<file path="src/rtl/debug_pkg.sv">
// Shared definitions for the debug unit: sender state encoding and the
// protocol words exchanged with the debug controller.
package debug_pkg;

    typedef enum logic [2:0] {
        ST_IDLE  = 3'd0,
        ST_LOAD  = 3'd1,
        ST_LATCH = 3'd2,
        ST_SEND  = 3'd3,
        ST_WAIT  = 3'd4,
        ST_DONE  = 3'd5,
        ST_HOLD  = 3'd6
    } sender_state_t;

    // Words recognised by the controller on the receive side.
    localparam logic [31:0] END_OF_PROGRAM_WORD = 32'hFFFF_FFFF;
    localparam logic [31:0] STEP_MODE_WORD      = 32'h1000_1000;

    localparam int BYTES_PER_WORD = 4;
    localparam int BYTE_CNT_W     = $clog2(BYTES_PER_WORD);

endpackage

</file>
<file path="src/rtl/debug_word_shifter.sv">
// 32-bit word serializer: loads a word, shifts it left one byte at a time
// and flags the fourth byte of the word.
module debug_word_shifter
    import debug_pkg::*;
(
    input  logic        clk,
    input  logic        reset,
    input  logic        load_i,
    input  logic        shift_i,
    input  logic [31:0] word_i,
    output logic [7:0]  msb_byte_o,
    output logic        last_byte_o
);

    logic [31:0]           shift_q, shift_d;
    logic [BYTE_CNT_W-1:0] cnt_q, cnt_d;

    // Load has priority; a shift also advances the byte counter.
    always_comb begin
        shift_d = shift_q;
        cnt_d   = cnt_q;
        if (load_i) begin
            shift_d = word_i;
            cnt_d   = '0;
        end else if (shift_i) begin
            shift_d = {shift_q[23:0], 8'h00};
            cnt_d   = cnt_q + BYTE_CNT_W'(1);
        end
    end

    // Shift register and byte counter state.
    always_ff @(posedge clk or posedge reset) begin
        if (reset) begin
            shift_q <= '0;
            cnt_q   <= '0;
        end else begin
            shift_q <= shift_d;
            cnt_q   <= cnt_d;
        end
    end

    assign msb_byte_o  = shift_q[31:24];
    assign last_byte_o = (cnt_q == BYTE_CNT_W'(BYTES_PER_WORD - 1));

endmodule

</file>
<file path="src/rtl/debug_sender.sv">
// Dumps PC, register file and a data-memory window to the UART TX as a
// stream of bytes (MSB first per word), paced by tx_done.
module debug_sender
    import debug_pkg::*;
#(
    parameter int NBITS           = 32,
    parameter int NREGS           = 32,
    parameter int REG_ADDR_LENGTH = 5,
    parameter int DM_WORDS        = 32,
    parameter int DM_ADDR_LENGTH  = 32
) (
    input  logic                       clk,
    input  logic                       reset,
    input  logic                       send_flag,
    input  logic                       tx_done,
    input  logic [NBITS-1:0]           pc_value,
    input  logic [NBITS-1:0]           reg_data,
    input  logic [NBITS-1:0]           dm_data,
    output logic [REG_ADDR_LENGTH-1:0] reg_addr,
    output logic [DM_ADDR_LENGTH-1:0]  dm_addr,
    output logic                       tx_start,
    output logic [7:0]                 tx_data,
    output logic                       send_done
);

    localparam int NITEMS = 1 + NREGS + DM_WORDS;
    localparam int IDX_W  = $clog2(NITEMS);
    localparam logic [IDX_W-1:0] LAST_IDX = IDX_W'(NITEMS - 1);
    localparam logic [IDX_W-1:0] REG_LAST = IDX_W'(NREGS);

    sender_state_t              state_q, state_d;
    logic [IDX_W-1:0]           idx_q, idx_d;
    logic [REG_ADDR_LENGTH-1:0] reg_addr_q, reg_addr_d;
    logic [DM_ADDR_LENGTH-1:0]  dm_addr_q, dm_addr_d;
    logic [7:0]                 tx_data_q, tx_data_d;

    logic [NBITS-1:0] sel_word;
    logic             shifter_load;
    logic             shifter_shift;
    logic [7:0]       msb_byte;
    logic             last_byte;

    debug_word_shifter u_shifter (
        .clk         (clk),
        .reset       (reset),
        .load_i      (shifter_load),
        .shift_i     (shifter_shift),
        .word_i      (sel_word),
        .msb_byte_o  (msb_byte),
        .last_byte_o (last_byte)
    );

    // Pick the word belonging to the current item: PC, register, or DM.
    always_comb begin
        if (idx_q == '0) begin
            sel_word = pc_value;
        end else if (idx_q <= REG_LAST) begin
            sel_word = reg_data;
        end else begin
            sel_word = dm_data;
        end
    end

    // Sequencer: next state, item index and shifter control.
    always_comb begin
        state_d       = state_q;
        idx_d         = idx_q;
        shifter_load  = 1'b0;
        shifter_shift = 1'b0;
        case (state_q)
            ST_IDLE: begin
                if (send_flag) begin
                    idx_d   = '0;
                    state_d = ST_LOAD;
                end
            end
            // Address is out this cycle; data is sampled in LATCH so a
            // synchronous-read memory has time to respond.
            ST_LOAD:  state_d = ST_LATCH;
            ST_LATCH: begin
                shifter_load = 1'b1;
                state_d      = ST_SEND;
            end
            ST_SEND:  state_d = ST_WAIT;
            ST_WAIT: begin
                if (tx_done) begin
                    shifter_shift = 1'b1;
                    if (!last_byte) begin
                        state_d = ST_SEND;
                    end else if (idx_q == LAST_IDX) begin
                        state_d = ST_DONE;
                    end else begin
                        idx_d   = idx_q + IDX_W'(1);
                        state_d = ST_LOAD;
                    end
                end
            end
            ST_DONE:  state_d = ST_HOLD;
            // Stay here until the controller drops its request, so a
            // still-high send_flag cannot start a second dump.
            ST_HOLD: begin
                if (!send_flag) begin
                    state_d = ST_IDLE;
                end
            end
            default:  state_d = ST_IDLE;
        endcase
    end

    // Debug read addresses follow the next item; unused ones sit at 0.
    always_comb begin
        reg_addr_d = '0;
        dm_addr_d  = '0;
        if (state_d inside {ST_LOAD, ST_LATCH, ST_SEND, ST_WAIT}) begin
            if (idx_d == '0) begin
                reg_addr_d = '0;
            end else if (idx_d <= REG_LAST) begin
                reg_addr_d = REG_ADDR_LENGTH'(idx_d - IDX_W'(1));
            end else begin
                dm_addr_d = DM_ADDR_LENGTH'(idx_d - IDX_W'(NREGS + 1));
            end
        end
    end

    // The byte on the wire is captured while SEND is active and held
    // afterwards, so tx_data stays put while the shifter moves on.
    always_comb begin
        tx_data_d = (state_q == ST_SEND) ? msb_byte : tx_data_q;
    end

    // State, index, address and held-byte registers.
    always_ff @(posedge clk or posedge reset) begin
        if (reset) begin
            state_q    <= ST_IDLE;
            idx_q      <= '0;
            reg_addr_q <= '0;
            dm_addr_q  <= '0;
            tx_data_q  <= '0;
        end else begin
            state_q    <= state_d;
            idx_q      <= idx_d;
            reg_addr_q <= reg_addr_d;
            dm_addr_q  <= dm_addr_d;
            tx_data_q  <= tx_data_d;
        end
    end

    assign reg_addr  = reg_addr_q;
    assign dm_addr   = dm_addr_q;
    assign tx_data   = tx_data_d;
    assign tx_start  = (state_q == ST_SEND);
    assign send_done = (state_q == ST_DONE);

endmodule

</file>
<file path="config.mk">
export PLATFORM = sky130hd
export DESIGN_NAME = debug_sender
export DESIGN_NICKNAME = d
export VERILOG_FILES = /design/src/rtl/debug_pkg.sv /design/src/rtl/debug_word_shifter.sv /design/src/rtl/debug_sender.sv
export SDC_FILE = /design/constraint.sdc
export NUM_CORES = 1
export LEC_CHECK = 0
export ABC_AREA = 1
export BUFFER_PORTS_ARGS = -buffer_cell sky130_fd_sc_hd__buf_2
export CELL_PAD_IN_SITES_DETAIL_PLACEMENT = 0
export CELL_PAD_IN_SITES_GLOBAL_PLACEMENT = 1
export CORE_UTILIZATION = 25
export CTS_CLUSTER_DIAMETER = 30
export CTS_CLUSTER_SIZE = 24
export DETAILED_ROUTE_END_ITERATION = 6
export PLACE_DENSITY = 0.72
export SLEW_MARGIN = 20
export SYNTH_ARGS = -nofsm -noshare
export SYNTH_HDL_FRONTEND = slang
export SYNTH_SLANG_ARGS = --single-unit
</file>
<file path="constraint.sdc">
create_clock -name clk -period 3.1 [get_ports clk]
set_clock_uncertainty 0.1 [all_clocks]
set_input_delay 0 -clock clk [delete_from_list [all_inputs] [get_ports clk]]
set_output_delay 0 -clock clk [all_outputs]
set_load 0.05 [all_outputs]
</file>
## After elaboration in Yosys (flattened, before gate mapping)

Index checks and enable logic that the tools add are counted.

- Add/sub/neg operators: 4
- $lt $le $gt $ge: 2
- Equal/unequal tests: 12
- Multiplexer cells: 27
- Reduce and logical (&&, ||, !) cells: 5

Operator list:

| operator | count |
|---|---|
| 32-bit 2-to-1 mux | 7 |
| 7-bit 2-to-1 mux | 4 |
| 3-bit case mux with 7 select lines | 1 |
| 3-bit 2-to-1 mux | 5 |
| 5-bit 2-to-1 mux | 3 |
| 7-bit by 6-bit <= comparator with 1-bit output (second input constant) | 2 |
| 7-bit zero test | 2 |
| 7-bit case mux with 2 select lines | 1 |
| 3-bit by 2-bit == test with 1-bit output (second input constant) | 4 |
| 3-bit == test (second input constant) | 4 |
| 8-bit 2-to-1 mux | 1 |
| 7-bit by 6-bit subtractor with 8-bit output (second input constant) | 1 |
| 7-bit by 1-bit adder with 7-bit output (second input constant) | 1 |
| 7-bit == test (second input constant) | 1 |
| 3-bit by 1-bit == test with 1-bit output (second input constant) | 2 |
| 5-bit by 1-bit subtractor with 5-bit output (second input constant) | 1 |
| 2-bit 2-to-1 mux | 2 |
| 4-bit nonzero test | 1 |
| 3-bit zero test | 1 |
| 1-bit 2-to-1 mux | 3 |
| 2-bit by 1-bit adder with 2-bit output (second input constant) | 1 |
| 2-bit == test (second input constant) | 1 |
| 2-bit nonzero test | 1 |

- Register bits after elaboration: 89
- Logic and storage cells: 57

## Depth between registers and ports, before layout

Gate-level depths: netlist (run 1).

- Word-level depth: 9
- Depth in mapped cells: 17
- Depth with buffers taken out: 17

## Cells and area by module

A second synthesis (run 1) with hierarchy kept.

- Cells, all modules: 564
- Area, all modules: 4065.1 um^2

By module, submodules not included:

| module | instances | cells each | area an instance (um^2) |
|---|---|---|---|
| debug_sender | 1 | 380 | 2476.1 |
| debug_word_shifter | 1 | 184 | 1589.0 |

## Worst setup path after synthesis (run 1)

Ideal clock, no wire load.

- Kind: reg2reg
- From: register state_q[2]
- To: register tx_data_q[0]
- Library setup time: 0.249 ns
- Arrival: 3.336 ns
- Data required time: 2.751 ns
- Setup slack: -0.585 ns
- Cell stages (with the launch flop): 5
- Path buffers: 1
- Clock period less this slack: 3.685 ns
- Cells stage by stage: dfrtp_1 > nor3_1 > inv_1 > clkbuf_1 > o21ai_0

- Longest elaborated chain between the ends: 2

Ends and longest elaborated chain:

| item | RTL line | RTL |
|---|---|---|
| start, declared | debug_sender.sv:31 | `sender_state_t state_q, state_d;` |
| start signal, assigned | debug_sender.sv:140 | `state_q <= state_d;` |
| 3-bit by 2-bit == test with 1-bit output | -- |  |
| named net tx_start | debug_sender.sv:21 | `output logic tx_start,` |
| 8-bit 2-to-1 mux | debug_sender.sv:128 | `tx_data_d = (state_q == ST_SEND) ? msb_byte : tx_data_q;` |
| named net tx_data[0] | debug_sender.sv:22 | `output logic [7:0] tx_data,` |
| end signal, assigned | debug_sender.sv:144 | `tx_data_q <= tx_data_d;` |
| end, declared | debug_sender.sv:35 | `logic [7:0] tx_data_q, tx_data_d;` |

The timed path passes the listed nets, and every way through them passes these cells.
A chain may end at the register's enable or synchronous reset.

## Worst setup path in the final report (run 1)

- From: register idx_q[0]
- To: register u_shifter.shift_q[1]

- Longest elaborated chain between the ends: 4
- Elaborated cells on any way between the ends: 5

Ends and longest elaborated chain:

| item | RTL line | RTL |
|---|---|---|
| start, declared | debug_sender.sv:32 | `logic [IDX_W-1:0] idx_q, idx_d;` |
| start signal, assigned | debug_sender.sv:141 | `idx_q <= idx_d;` |
| 7-bit by 6-bit <= comparator with 1-bit output | debug_sender.sv:57 | `end else if (idx_q <= REG_LAST) begin` |
| 32-bit 2-to-1 mux | debug_sender.sv:57 |  |
| 32-bit 2-to-1 mux (*) | debug_sender.sv:55 | `if (idx_q == '0) begin` |
| 32-bit 2-to-1 mux (*) | debug_word_shifter.sv:22 | `if (load_i) begin` |
| end signal, assigned | debug_word_shifter.sv:37 | `shift_q <= shift_d;` |
| end, declared | debug_word_shifter.sv:15 | `logic [31:0] shift_q, shift_d;` |

Mark *: on every way between the ends. The rest lies on a longest branch, timed or not.

==> metrics, run 1 <==
outcome=finished, final reports clean; top post-synthesis cells by area=dfrtp_1 (41%), nand3_1 (10%), nand2_1 (9.9%); multi-input logic area=1840 µm²; commonest non-fill, non-tap cell in the layout=buf_2; RSZ-0062 raised after global routing=false; Detail Placement HPWL=8.22 mm; Worst Path Buf+Inv=4; Worst Tran Pin Value=0.880 ns; TritonCTS Buffers=9; Reg clk slew, reported paths=0.06 ns; largest net degree at the start of global routing=58; FF+latch count, synth=65; clock power share=25.7%; Longest Clk Path Bufs=2; Reg power frac=32.1%; CP delay by family, top=buffers and inverters; # DRC=0; fin crit period=2.70 ns; n_diodes=0; Switch Pwr=1.52 mW; Core Util, Final=35.0%; Final Setup Violations=0; Core ar.=15400 µm²; Primary FF master, synth=dfrtp_1; Final #Nets=785; die height=129 µm; Placer Congestion=0.805; period utilisation layout=87.0%; global route overflow=0; via count=4056; H-Tree Depth=3; I/O Buffers=146; Max Slew Vio Count=0; DP Area=4750 µm²; clk_lat worst skew=0.33 ns; Peak VDD IR=304 µV; Crit-path slowest cell=dlygate4sd3_1; register area=1630 µm²; Hold Path Class=in -> reg; combinational power share=42.1%; crit end category=register; CP most frequent cell=buf_4; P per Cell Area=677 nW/µm²; top achievable clock speed=0.371 GHz; setup_tns=0 ns; Post-Synthesis Net Count=638; Synth Instances=534; postcts setup bufs=0; Synth warnings=0; Hold Fails Final Rpt=0; GRT Resource Usage Total=14.3%; fill cell total of the finished layout=1682; post-route ant nets=0; P_int=2.13 mW; Worst setup SP type=register; first-pass GRT wire length=18.6 mm; Async SR Flop Fraction=100%; number of global-route vias before repair=3908; relative slew slack=41.1%; crit-path max FO=53; commonest cells after routing, fill and taps aside=buf_2 (146), nand2_1 (105), nand3_1 (84), dfrtp_1 (65), o21ai_0 (56); Routed WL per cell=12.7 µm; post-cts resize count=0; WP data arrival=2.78 ns; switching power share of the total=41.6%; Cell variety after synth=32; DIE AREA=16600 µm²; Fin Hold WS=0.000459 ns; std cell rows=45; clock sink total=65; total wire length=11.4 mm; initial antenna violation count=0; syn_area_per_cell=7.51 µm²; post-synth top area share=40.6%; share of cells above drive strength 1=29.4%; Setup CP Type=reg -> reg; cell taking the most area after synthesis=dfrtp_1; Pleak=2.69 nW; drt first-iter violations=177; crit-path cells=inv_1 > ha_1 > nand2_1 > nor2_2 > nand4_2 > buf_4 > buf_4 > nand3_1 > o211ai_1 > dlygate4sd3_1 > o21ai_0; I/O pins=147; WP data required=3.18 ns; maxcap violations=0; CP peak stage delay=0.57 ns; DRT Pass-1 Iters=4; Initial Util=26.0%; design area=5390 µm²; Seq/Total Area, Yosys=40.6%; routed vias/inst=4.52; Area Overhead vs Synth=34.5%; CTS tree=yes; die width=129 µm; Cell Area, Synth=4010 µm²; number of enable flip-flop cells after synthesis=0; clk root buf=clkbuf_16
-- power by group through the flow --
stage | sequential (mW) | clock [mW] | combinational [mW]
after detailed placement | 1.19 | 0 | 1.47
after global placement | 1.18 | 0 | 1.45
after CTS | 1.18 | 0.965 | 1.56
after global routing | 1.20 | 1.01 | 1.74
after floorplan | 1.18 | 0 | 1.11
final | 1.17 | 0.939 | 1.54
-- cell type report --
type | instances | share of cell area (%)
clock buffer | 9 | 4.18
inverter | 63 | 4.43
timing repair buffer | 189 | 21.2
multi-input combinational | 353 | 34.1
sequential | 65 | 30.2
tap | 211 | 4.89
clock inverter | 7 | 1.02
-- metal layers --
layer	part of all wire [%]	GRT usage [%]	up-vias
met5	0	0	-
met4	1.2	4.01	0
met3	4.0	3.37	11
met2	49	24.4	79
met1	45	17.9	1916
li1	-	-	2050
-- sequential cells by signal, summed over array words and instances, names as in the netlist --
name and flops:
dm_addr 8, idx_q 7, reg_addr 5, state_q 3, tx_data_q 8, u_shifter.cnt_q 2, u_shifter.shift_q 32
-- cells by family after synthesis --
family                   after synthesis  share of synthesized area (%)
adder cells (fa/ha/maj)                4                           1.25
multiplexers                           1                          0.250
AND/OR/NAND/NOR                      239                           28.1
flip-flops                            65                           40.6
buffers and inverters                116                           13.7
XOR/XNOR                               2                          0.437
AO/OA/AOI/OAI                        107                           15.6
-- stage by stage --
| stage | total power [mW] | std cells | worst slack (ns) |
|---|---|---|---|
| after floorplan | 2.29 | 534 | -0.0429 |
| after global placement | 2.63 | 845 | 0.739 |
| after detailed placement | 2.66 | 845 | 0.569 |
| after CTS | 3.70 | 897 | 0.365 |
| after global routing | 3.95 | 897 | 0.139 |
| final | 3.65 | 897 | 0.403 |
-- worst register-to-register path: stages (launching register included) --
cell	delay, ns
dfrtp_1	0.40
inv_1	0.10
ha_1	0.22
nand2_1	0.08
nor2_2	0.05
nand4_2	0.07
buf_4	0.42
buf_4	0.29
nand3_1	0.09
o211ai_1	0.08
dlygate4sd3_1	0.57
o21ai_0	0.07
-- Yosys cell counts, types with 2 or more instances --
master / count
dfrtp_1: 65
inv_1: 55
ha_1: 4
nor2_2: 5
inv_2: 7
o21ai_0: 56
nor2_1: 22
clkbuf_1: 12
nor3_1: 2
buf_2: 16
nand4_1: 3
nand3_1: 84
o21ai_1: 14
nand3_2: 3
nand2_2: 7
nand2_1: 106
o211ai_1: 34
buf_4: 25
-- what timing repair did --
item,in CTS,in global routing
hold endpoints to repair,73,0
setup endpoints to repair,0,0
hold buffers,36,0
-- path summary, 6_finish.rpt --
check                                                from                          endpoint  slack (ns)  cells after the start
setup / recovery                       idx_q[0]$_DFF_PP0_  u_shifter.shift_q[1]$_DFFE_PP0P_        0.40                     11
hold / removal                                pc_value[8]  u_shifter.shift_q[8]$_DFFE_PP0P_      0.0005                      5
setup reg to reg                       idx_q[0]$_DFF_PP0_  u_shifter.shift_q[1]$_DFFE_PP0P_        0.40                     11
hold reg to reg            u_shifter.cnt_q[0]$_DFFE_PP0P_    u_shifter.cnt_q[0]$_DFFE_PP0P_        0.39                      1
max in group asynchronous                           reset  u_shifter.shift_q[5]$_DFFE_PP0P_        1.89                      4
min in group asynchronous                           reset            tx_data_q[4]$_DFF_PP0_        0.25                      3
No activity file was read; power rests on OpenSTA's default activity.
==> run 2, diff against run 1 <==
CORE_ASPECT_RATIO = 1.75   (was default)
==> run 2 against run 1 <==
Net effect:
- the run now ends with design-rule violations, negative hold slack left
- worst hold slack got worse by 0.014 ns
- sequential power about the same
- flip-flop and latch count unchanged
- largest power group unchanged
==> metrics, run 2 (synthesis results as in run 1) <==
switching power share of the total=40.5% (-1.2 points); P per Cell Area=699 nW/µm² (+3.4%); routed vias/inst=4.54 (+0.43%); Reg with most FFs=u_shifter.shift_q; H-Tree Depth=3 (unchanged); Reg power frac=31.4% (-0.7 points); commonest cells after routing, fill and taps aside=buf_2 (146), nand2_1 (105), nand3_1 (84), dfrtp_1 (65), o21ai_0 (56); total wire length=12.0 mm (+5.6%); Placer Congestion=0.844 (+4.9%); P_int=2.22 mW (+4.0%); GRT Resource Usage Total=14.5% (+0.26 points); Worst setup SP type=register; n_diodes=0 (unchanged); Fin Hold WS=-0.0138 ns (-0.0142 ns); largest net degree at the start of global routing=65 (+12%); Final #Nets=778 (-0.89%); Area Overhead vs Synth=32.7%; global route overflow=0 (unchanged); clock power share=26.8% (+1.1 points); initial antenna violation count=0 (unchanged); DRT Pass-1 Iters=6 (+2); dpl ws=0.634 ns (+0.0657 ns); Final Setup Violations=0 (unchanged); die width=97.7 µm (-24%); top achievable clock speed=0.371 GHz (about the same); Detail Placement HPWL=9.05 mm (+10%); # DRC=20 (+20); setup_tns=0 ns (unchanged); I/O pins=147 (unchanged); clk_lat worst skew=0.33 ns (about the same); Pwr Total=3.72 mW (+1.9%); Reg clk slew, reported paths=0.06 ns (about the same); period utilisation layout=87.0% (about the same); Longest Clk Path Bufs=2 (unchanged); combinational power share=41.8% (-0.3 points); max reg flops=32 (unchanged); Routed WL per cell=13.9 µm (+9.5%); Switch Pwr=1.51 mW (-0.90%); die height=170 µm (+32%); drt first-iter violations=140 (-21%); Pleak=2.69 nW (about the same); first-pass GRT wire length=18.9 mm (+2.0%); clock sink total=65 (unchanged); CTS tree=yes; relative slew slack=42.8% (+1.7 points); RSZ-0062 raised after global routing=false; WP data arrival=2.85 ns (+0.07 ns); DIE AREA=16600 µm² (+0.12%); Setup CP Type=reg -> reg; Core ar.=15500 µm² (+0.73%); post-cts resize count=0 (unchanged); post-route ant nets=0 (unchanged); via count=3928 (-3.2%); Worst Tran Pin Value=0.858 ns (-0.0219 ns); Hold Path Class=in -> reg; clk root buf=clkbuf_16; failing checks=design-rule violations, negative hold slack; Initial Util=25.8% (-0.19 points); commonest non-fill, non-tap cell in the layout=buf_2; outcome=finished, violations left; PnR worst setup slack=0.402 ns (-0.000450 ns); crit-path max FO=18 (-66%); fin crit period=2.70 ns (+0.000450 ns); number of global-route vias before repair=3847 (-1.6%); fill cell total of the finished layout=1687 (+0.30%); share of cells above drive strength 1=29.7% (+0.30 points); crit end category=register; WP data required=3.25 ns (+0.07 ns); Max Slew Vio Count=0 (unchanged); TritonCTS Buffers=9 (unchanged); Core Util, Final=34.2% (-0.73 points); R2R setup slack=0.40 ns (about the same); Peak VDD IR=390 µV (+28%); postcts setup bufs=0 (unchanged); maxcap violations=0 (unchanged); Hold Fails Final Rpt=5 (+5); std cell rows=60 (+33%); I/O Buffers=146 (unchanged)
==> run 2: cell types whose count changed in the layout (fill, tap and decap cells not counted), moves of 2 or more <==
cell / delta
clkinv_4: +3
clkinvlp_4: -4
dlygate4sd3_1: -8
inv_6: -2
==> run 2: final timing paths <==
kind,start,to,cells past startpoint
max in group asynchronous,reset,u_shifter.shift_q[27]$_DFFE_PP0P_,4
hold reg to reg,u_shifter.cnt_q[0]$_DFFE_PP0P_,u_shifter.cnt_q[0]$_DFFE_PP0P_,1
hold / removal,dm_data[3],u_shifter.shift_q[3]$_DFFE_PP0P_,5
min in group asynchronous,reset,state_q[1]$_DFF_PP0_,3
setup / recovery,idx_q[0]$_DFF_PP0_,u_shifter.shift_q[6]$_DFFE_PP0P_,11
setup reg to reg,idx_q[0]$_DFF_PP0_,u_shifter.shift_q[6]$_DFFE_PP0P_,11
==> run 2: what timing repair did <==
| item | 4_1_cts | 5_1_grt |
|---|---|---|
| endpoints found under the setup margin | 0 | 0 |
| endpoints found under the hold margin | 68 | 0 |
| hold buffers | 28 | 0 |
==> run 2: power groups by stage <==
stage | registers [mW] | clock network, mW | logic, mW
final | 1.17 | 0.997 | 1.55
after global routing | 1.19 | 1.06 | 1.77
after CTS | 1.17 | 1.03 | 1.60
after detailed placement | 1.18 | 0 | 1.53
after global placement | 1.18 | 0 | 1.51
after floorplan | 1.18 | 0 | 1.11
==> run 2: metal layers <==
layer  GRT usage (%)  wire (µm)  up-vias
met5               0          0        -
met4            6.72        310        0
met3            2.22        403       18
met1            15.6       4550     1793
li1                -          -     2038
met2            27.7       6740       79
==> run 2: area by class of cell <==
cell class              count  area, µm²  area share, %
well taps                 186        233           4.37
inverters                  63        239           4.49
multi-input cells         353       1840           34.6
flip-flops and latches     65       1630           30.6
repair buffers            182       1080           20.4
clock buffers              10        229           4.30
clock inverters             6       68.8           1.29
==> run 2: critical path, stage by stage (launching register included) <==
cell and delay (ns):
dfrtp_1 0.40, inv_1 0.09, ha_1 0.21, nand3_1 0.08
nand2_1 0.06, nand2_1 0.43, buf_4 0.33, nand2_1 0.07
nand3_1 0.08, o211ai_1 0.09, dlygate4sd3_1 0.60, o21ai_0 0.07
==> run 2: metrics by stage <==
stage | cell area [µm²] | instances
floorplan | 4020 | 534
global placement | 4740 | 821
detailed placement | 4740 | 821
CTS | 5320 | 865
global route | 5320 | 865
finish | 5320 | 865
==> run 3, diff against run 2 <==
PLACE_DENSITY = default   (was 0.72)
PLACE_DENSITY_LB_ADDON = 0.1   (was default)
==> run 3 against run 2 <==
Net effect:
- the flow still finishes with violations (design-rule violations, negative hold slack)
- setup slack better by 0.11 ns
- die area unchanged
- largest cell class unchanged
- highest routed layer unchanged
- first-iteration DRC count up 24%
- final cell count down 0.23%
- combinational power about the same
- critical endpoint is now u_shifter.shift_q[5]$_DFFE_PP0P_
==> metrics, run 3 (synthesis results as in run 1) <==
Worst Path Buf+Inv=3 (unchanged); Initial Util=25.8% (unchanged); Worst Tran Pin Value=0.628 ns (-0.230 ns); maxcap violations=0 (unchanged); crit-path max FO=64 (+46); failing checks=design-rule violations, negative hold slack; global route overflow=0 (unchanged); Finished Layout Cells=863 (-0.23%); Reg2Reg Depth=10 (-1); clock power share=27.4% (+0.6 points); Placer Congestion=0.829 (-1.8%); period utilisation layout=83.4% (-3.6 points); clk root buf=clkbuf_16; commonest cells after routing, fill and taps aside=buf_2 (146), nand2_1 (105), nand3_1 (84), dfrtp_1 (65), o21ai_0 (56); switching power share of the total=41.6% (+1.1 points); Placed Cells=821 (unchanged); Setup CP Type=reg -> reg; outcome=finished, violations left; CTS tree=yes; Reg with most FFs=u_shifter.shift_q; P per Cell Area=713 nW/µm² (+2.0%); Reg clk slew, reported paths=0.06 ns (about the same); die width=97.7 µm (unchanged); Pleak=2.67 nW (-0.61%); Crit-path slowest cell=dlygate4sd3_1; relative slew slack=58.1% (+15 points); first-pass GRT wire length=20.1 mm (+6.2%); CP peak stage delay=0.58 ns (-0.02 ns); Longest Clk Path Bufs=2 (unchanged); Worst setup SP type=register; I/O Buffers=146 (unchanged); max reg flops=32 (unchanged); n_diodes=0 (unchanged); Reg power frac=30.9% (-0.5 points); die height=170 µm (unchanged); clock sink total=65 (unchanged); initial antenna violation count=0 (unchanged); Core Util, Final=34.1% (-0.18 points); crit end category=register; design area=5290 µm² (-0.52%); Final Setup Violations=0 (unchanged); # DRC=28 (+40%); Peak VDD IR=299 µV (-23%); largest net degree at the start of global routing=65 (unchanged); combinational power share=41.7% (about the same); via count=3957 (+0.74%); WHS Path Cells=5 (unchanged); std cell rows=60 (unchanged); TritonCTS Buffers=9 (unchanged); Detail Placement HPWL=9.75 mm (+7.8%); Min-Delay Endpoint=u_shifter.shift_q[11]$_DFFE_PP0P_; DP Area=4730 µm² (-0.26%); RSZ-0062 raised after global routing=false; WP data arrival=2.68 ns (-0.17 ns); Hold Fails Final Rpt=3 (-2); Area Overhead vs Synth=32.0%; CP delay by family, top=buffers and inverters; Final #Nets=776 (-0.26%); R2R Path Start=idx_q[0]$_DFF_PP0_; DRT Pass-1 Iters=7 (+1); Switch Pwr=1.57 mW (+4.2%); post-cts resize count=0 (unchanged); Core ar.=15500 µm² (unchanged); hold wc startpoint=pc_value[11]; GRT Resource Usage Total=15.7% (+1.2 points); commonest non-fill, non-tap cell in the layout=buf_2; Routed WL per cell=14.8 µm (+6.6%); post-route ant nets=0 (unchanged); clk_lat worst skew=0.33 ns (about the same); fin crit period=2.59 ns (-0.113 ns); I/O pins=147 (unchanged); Hold Path Class=in -> reg; R2R setup slack=0.51 ns (+0.11 ns); routed vias/inst=4.59 (+0.97%); DIE AREA=16600 µm² (unchanged); share of cells above drive strength 1=30.0% (+0.24 points); WP data required=3.20 ns (-0.05 ns); Max Slew Vio Count=0 (unchanged); crit-path cells=inv_1 > ha_1 > nand2_1 > nor2_2 > nand4_2 > buf_4 > nand3_1 > o211ai_1 > dlygate4sd3_1 > o21ai_0; Fin Hold WS=-0.0132 ns (+0.000633 ns); H-Tree Depth=3 (unchanged); drt first-iter violations=173 (+24%); total wire length=12.8 mm (+6.3%); FF-to-FF End=u_shifter.shift_q[5]$_DFFE_PP0P_; number of global-route vias before repair=3882 (+0.91%); P_int=2.21 mW (-0.43%); top achievable clock speed=0.387 GHz (+4.4%)
[run 3: cell type report]
| class | instances | area (µm²) |
|---|---|---|
| Sequential cell | 65 | 1630 |
| Tap cell | 186 | 233 |
| Fill cell | 1727 | 10200 |
| Clock buffer | 9 | 225 |
| Inverter | 63 | 238 |
| Timing Repair Buffer | 180 | 1050 |
| Multi-Input combinational cell | 353 | 1840 |
| Clock inverter | 7 | 78.8 |
[run 3: timing repair]
item	in CTS	in global routing
hold buffers	26	0
buffers inserted	0	0
hold endpoints to repair	45	0
[run 3: worst min-delay path, stage by stage]
cell	delay (ns)
buf_2	0.07
o211ai_1	0.09
o21ai_1	0.10
nand2_1	0.06
o21ai_0	0.06
[run 3: routing by layer]
metal,track usage (%),vias to the layer above,share of wire [%]
met4,5.47,0,1.6
met2,29.7,93,56
li1,-,2029,-
met3,2.51,12,3.5
met1,17.6,1823,39
met5,0,-,0
[run 3: worst max path at each step]
stage | startpoint | end | slack, ns | cells past startpoint
2_1_floorplan | state_q[2]$_DFF_PP0_ | tx_data_q[0]$_DFF_PP0_ | -0.04 | 4
3_3_place_gp | idx_q[0]$_DFF_PP0_ | reg_addr[2]$_DFF_PP0_ | 0.70 | 17
3_5_place_dp | idx_q[0]$_DFF_PP0_ | reg_addr[4]$_DFF_PP0_ | 0.62 | 17
4_1_cts | idx_q[0]$_DFF_PP0_ | u_shifter.shift_q[5]$_DFFE_PP0P_ | 0.47 | 10
5_1_grt | idx_q[0]$_DFF_PP0_ | u_shifter.shift_q[5]$_DFFE_PP0P_ | 0.29 | 10
6_report | idx_q[0]$_DFF_PP0_ | u_shifter.shift_q[5]$_DFFE_PP0P_ | 0.51 | 10
[run 3: power groups by stage]
stage	clock network (mW)	registers, mW	logic (mW)
2_1_floorplan	0	1.18	1.11
3_3_place_gp	0	1.18	1.54
3_5_place_dp	0	1.18	1.55
4_1_cts	1.07	1.17	1.63
5_1_grt	1.09	1.19	1.78
6_report	1.03	1.17	1.57
[run 3: per-stage QoR]
stage,setup WS [ns],setup TNS (ns),power [mW]
floorplan,-0.0429,-0.343,2.29
global placement,0.698,0,2.72
detailed placement,0.621,0,2.73
CTS,0.468,0,3.86
global route,0.285,0,4.07
finish,0.515,0,3.77
